File: config.mk
export PLATFORM = sky130hd
export DESIGN_NAME = bus_timer
export DESIGN_NICKNAME = d
export VERILOG_FILES = /design/src/rtl/bus_timer.sv
export SDC_FILE = /design/constraint.sdc
export NUM_CORES = 1
export LEC_CHECK = 0
export CELL_PAD_IN_SITES_DETAIL_PLACEMENT = 1
export CELL_PAD_IN_SITES_GLOBAL_PLACEMENT = 1
export CORE_MARGIN = 2
export CORE_UTILIZATION = 43
export DETAILED_ROUTE_END_ITERATION = 10
export PLACE_DENSITY_LB_ADDON = 0.05
export SLEW_MARGIN = 30
export SYNTH_ARGS = -nofsm -noshare
export SYNTH_HDL_FRONTEND = slang
export SYNTH_SLANG_ARGS = --single-unit
File: constraint.sdc
create_clock -name clk -period 5.13 [get_ports clk]
set_input_delay 0.513 -clock clk [delete_from_list [all_inputs] [get_ports clk]]
set_output_delay 0.513 -clock clk [all_outputs]
set_load 0.02 [all_outputs]
File: src/rtl/bus_timer.sv
// bus_timer: memory-mapped prescaled auto-reload timer with sticky update flag and level irq.
module bus_timer #(
    parameter logic [31:0] BASE_ADDR = 32'h1000_0000
) (
    input  logic        clk,
    input  logic        reset,
    input  logic        busWe,
    input  logic [31:0] busAddr,
    input  logic [31:0] busWData,
    output logic [31:0] busRData,
    output logic        irq
);
    logic        en, ie, uif;
    logic [31:0] psc, arr, cnt, pcnt;
    logic        sel, wr, clr, tick, wrap, w1c;
    logic [2:0]  off;
    always_comb begin
        sel  = busAddr[31:5] == BASE_ADDR[31:5];
        off  = busAddr[4:2];
        wr   = busWe & sel;
        clr  = wr & (off == 3'd0) & busWData[1];
        w1c  = wr & (off == 3'd4) & busWData[0];
        tick = en & (pcnt >= psc);
        wrap = tick & (cnt >= arr) & ~clr;
        irq  = uif & ie;
        busRData = !sel          ? 32'd0 :
                   off == 3'd0   ? {29'd0, ie, 1'b0, en} :
                   off == 3'd1   ? psc :
                   off == 3'd2   ? arr :
                   off == 3'd3   ? cnt :
                   off == 3'd4   ? {31'd0, uif} : 32'd0;
    end
    always_ff @(posedge clk or posedge reset) begin
        if (reset) begin
            en   <= 1'b0;
            ie   <= 1'b0;
            uif  <= 1'b0;
            psc  <= 32'd0;
            arr  <= 32'd0;
            cnt  <= 32'd0;
            pcnt <= 32'd0;
        end else begin
            if (wr && off == 3'd0) begin
                en <= busWData[0];
                ie <= busWData[2];
            end
            if (wr && off == 3'd1) psc <= busWData;
            if (wr && off == 3'd2) arr <= busWData;
            // CLR wins over any tick landing on the same edge
            if (clr) begin
                pcnt <= 32'd0;
                cnt  <= 32'd0;
            end else if (en) begin
                pcnt <= tick ? 32'd0 : pcnt + 32'd1;
                if (tick) cnt <= (cnt >= arr) ? 32'd0 : cnt + 32'd1;
            end
            // a fresh update beats a simultaneous write-1-to-clear
            if (wrap) uif <= 1'b1;
            else if (w1c) uif <= 1'b0;
        end
    end
endmodule

==> key figures <==
Global route
  – Met2 track demand over resource in global routing: 0.4127
  – Global-route wire length before repair: approximately 43 mm
  – Number of antenna violations at the first check in global routing: 1
  – Grt ovf: 0
  – Pin count of the biggest net entering global routing: 68
  – Most Used Layer, Global Route: met2
  – Total routing resource utilization after global routing: 0.2707
  – Vias in the first global route: between 7000 and 8000
  – Met1 capacity usage during global routing: 0.4008
  – Met3 GRT Util: 0.04132

Synthesis
  – Warnings from Yosys: 0
  – Share of the yosys chip area belonging to registers: 0.3928
  – Number of distinct library cell variants in the gate-level netlist after synthesis: 64
  – EDFF count, synth: 0
  – Net count after synthesis: about 1100
  – Count of state elements after synthesis: about 130
  – Asr flop ratio synth: 1.000
  – Synth Flop Type: sky130_fd_sc_hd__dfrtp_1
  – Mean instance size in the synthesized netlist: approximately 8.4 sq um
  – Instance count of the mapped netlist: between 900 and 1000
  – Netlist Area Pre-Place: 8346 sq um

Clock network
  – Clock Latency Late Sink: about 0.44 ns
  – CTS H-tree lvls: 4
  – TritonCTS clock tree: done
  – TritonCTS buffer count: 17
  – Number of buffers inserted to repair setup after CTS: 0
  – Number of resized instances in the post-cts repair step: 0
  – Max Buffers Root-to-Sink: 2
  – Number of clock sinks: between 100 and 150
  – Hold_buf cts: 0
  – Clock transition at the register clock pins on the worst setup and hold paths after CTS: 0.07 ns
  – CTS Root Buffer Type: sky130_fd_sc_hd__clkbuf_16

Run
  – Max-capacitance violation count: 0

Route
  – Post-detailed-routing wire length: between 20 and 30 mm
  – Number of vias after detailed routing: around 7600
  – Antenna viol nets, final: 0
  – Number of DRC markers after the initial detailed-route iteration: 390
  – Average wire per cell in the routed design: between 15 and 20 microns
  – Via density per instance: approximately 5.7
  – Initial DRT Pass Iterations: 5
  – Remaining design rule violation count: 0

STA
  – Final clock skew: 0.01267 ns
  – Endpoints failing setup: 0
  – Final Cycle Share: 0.7175
  – Slew at the pin closest to its max-slew limit: between 0.9 and 1 ns
  – Final critical-path required period: 3.681 ns
  – Headroom to the max-slew limit: 0.3702
  – Unrepaired setup endpoints after global routing: false
  – Setup TNS: 0 ns
  – F_max: about 270 MHz
  – Final Hold Vio Count: 0
  – Final max-slew violation count: 0

Place
  – IO Port Bufs: 97
  – Global placer's final weighted congestion: roughly 0.78
  – Post-DP HPWL: between 15 and 20 mm
  – Dpl cells: around 1300

Power and ir drop
  – Worst supply voltage drop on vdd: 208.2 uV
  – Int Power: roughly 1.8 mW
  – Register share of total power: 0.432
  – Leakage power: around 4.7 nW
  – Switching power: about 0.61 mW
  – Combinational power share: 0.058
  – Total power divided by cell area: 236.6 nW/um^2
  – Share of total power consumed by net switching: 0.2570
  – Clock group share of total power: 0.510

Critical path
  – WP data arrival: between 3 and 4 ns
  – CP Class: in -> out
  – Largest stage delay, worst path: between 0.7 and 0.8 ns
  – CP Cell Sequence: clkdlybuf4s50_1, nor2b_2, buf_4, a22oi_1, nor2_1, clkdlybuf4s50_1
  – Data required, critical path: roughly 4.6 ns
  – CP startpoint kind: input port
  – Setup crit end kind: output port
  – Slowest stage cell on the critical path: sky130_fd_sc_hd__clkdlybuf4s50_1
  – Largest fanout on the critical path: 20
  – Worst path most repeated cell: sky130_fd_sc_hd__clkdlybuf4s50_1

Die
  – DIE HEIGHT: around 140 microns
  – Die width: 143.3 microns
  – Effective utilization at floorplan: 0.4417
  – Number of ports placed on the die boundary: 100
  – FP Rows: 50
  – CORE AREA: approximately 19000 sq um
  – Die footprint: 20540 sq um

Layout
  – Area used by sequential logic in the layout: around 3300 sq um
  – Share of cells above drive strength 1: 0.06314
  – Number of fillers in the final layout: 2267
  – Net count reported at finish: around 1200
  – Commonest cells after routing, fill and taps aside: 142 x sky130_fd_sc_hd__nand2_1, 131 x sky130_fd_sc_hd__dfrtp_1, 119 x sky130_fd_sc_hd__o21ai_0
  – Area occupied by multi-input gates: ~4600 sq um
  – Synth-to-Final Area Change: 20.96%
  – Commonest non-fill, non-tap cell in the layout: sky130_fd_sc_hd__nand2_1
  – Post-Route Utilization: 0.5343
  – Non-filler instance count after layout: roughly 1300

Outcome
  – Outcome: finished clean

Min path
  – Class of the tightest hold or removal check: in -> async
routing by layer:
metal / wire, microns / share of wire
met1: 13380 / 0.50
met2: 11950 / 0.45
met3: 843 / 0.032
met4: 374 / 0.014
met5: 0 / 0
cell type report:
cell class / count / area share
Multi-Input combinational cell: 725 / 0.4508
Sequential cell: 131 / 0.3247
Timing Repair Buffer: 110 / 0.1054
Clock buffer: 17 / 0.04214
Tap cell: 260 / 0.03223
Inverter: 79 / 0.02987
Clock inverter: 15 / 0.01463
Antenna cell: 1 / 0.0002479
worst max-delay path, delay by kind of cell:
kind / cells / cell delay (ns)
AO/OA/AOI/OAI: 1 / 0.16
buffers and inverters: 3 / 1.75
AND/OR/NAND/NOR: 2 / 0.72
worst paths after layout:
| kind | start | endpoint | slack, ns | cells past startpoint |
|---|---|---|---|---|
| max reg2reg | cnt[19] | cnt[0] | 1.71 | 8 |
| min in group clk | cnt[30] | cnt[30] | 0.55 | 1 |
| max in group asynchronous | reset | cnt[29] | 3.67 | 3 |
| max | busAddr[3] | busRData[18] | 1.45 | 6 |
| min reg2reg | cnt[30] | cnt[30] | 0.55 | 1 |
| min | reset | pcnt[5] | 0.48 | 2 |
synth_stat cells (8+ instances only):
cell	instances	area share
sky130_fd_sc_hd__buf_2	11	0.0066
sky130_fd_sc_hd__nand2_1	143	0.064
sky130_fd_sc_hd__o21ai_0	119	0.071
sky130_fd_sc_hd__clkbuf_1	43	0.019
sky130_fd_sc_hd__inv_1	79	0.036
sky130_fd_sc_hd__nand4_1	20	0.015
sky130_fd_sc_hd__and2_1	8	0.0060
sky130_fd_sc_hd__nand3_1	32	0.019
sky130_fd_sc_hd__nor2_1	79	0.036
sky130_fd_sc_hd__a32oi_1	8	0.0084
sky130_fd_sc_hd__and4_1	10	0.010
sky130_fd_sc_hd__nor3_1	13	0.0078
sky130_fd_sc_hd__dfrtp_1	131	0.39
sky130_fd_sc_hd__ha_1	66	0.099
sky130_fd_sc_hd__nor4_1	10	0.0075
sky130_fd_sc_hd__a22o_1	11	0.012
sky130_fd_sc_hd__xor2_1	15	0.016
sky130_fd_sc_hd__or3_1	13	0.0097
sky130_fd_sc_hd__a22oi_1	30	0.027
sky130_fd_sc_hd__a21oi_1	33	0.020
sky130_fd_sc_hd__and3_1	18	0.013
state kept, by name, summed over array words and instances, names as in the netlist:
signal  flops
uif         1
ie          1
pcnt       32
en          1
psc        32
cnt        32
arr        32
logic make-up (layout without fill, tap and decap cells):
family                   after synthesis  in the layout  share of synthesized area
multiplexers                          10             10                    0.01424
adder cells (fa/ha/maj)               66             66                    0.09895
AND/OR/NAND/NOR                      367            367                     0.2102
AO/OA/AOI/OAI                        260            260                     0.1964
flip-flops                           131            131                     0.3928
XOR/XNOR                              22             22                    0.02309
other                                  0              1                          0
buffers and inverters                137            221                    0.06432
through the flow:
| stage | cell area [sq um] | power, mW | hold slack (ns) | setup WS, ns |
|---|---|---|---|---|
| 2_1_floorplan | 8346 | 1.105 | 0.4790 | 1.119 |
| 3_3_place_gp | 9517 | 1.189 | 0.5105 | 1.474 |
| 3_5_place_dp | 9517 | 1.190 | 0.5268 | 1.411 |
| 4_1_cts | 10090 | 2.410 | 0.4838 | 1.459 |
| 5_1_grt | 10090 | 2.461 | 0.5177 | 1.338 |
| 6_report | 10090 | 2.388 | 0.4806 | 1.449 |
power groups by stage:
stage / clock network, mW / logic [mW] / registers (mW)
floorplan: 0 / 0.0523 / 1.05
global placement: 0 / 0.137 / 1.05
detailed placement: 0 / 0.138 / 1.05
CTS: 1.24 / 0.138 / 1.03
global route: 1.28 / 0.149 / 1.03
finish: 1.22 / 0.138 / 1.03
Power figures use the tool's default switching activity.
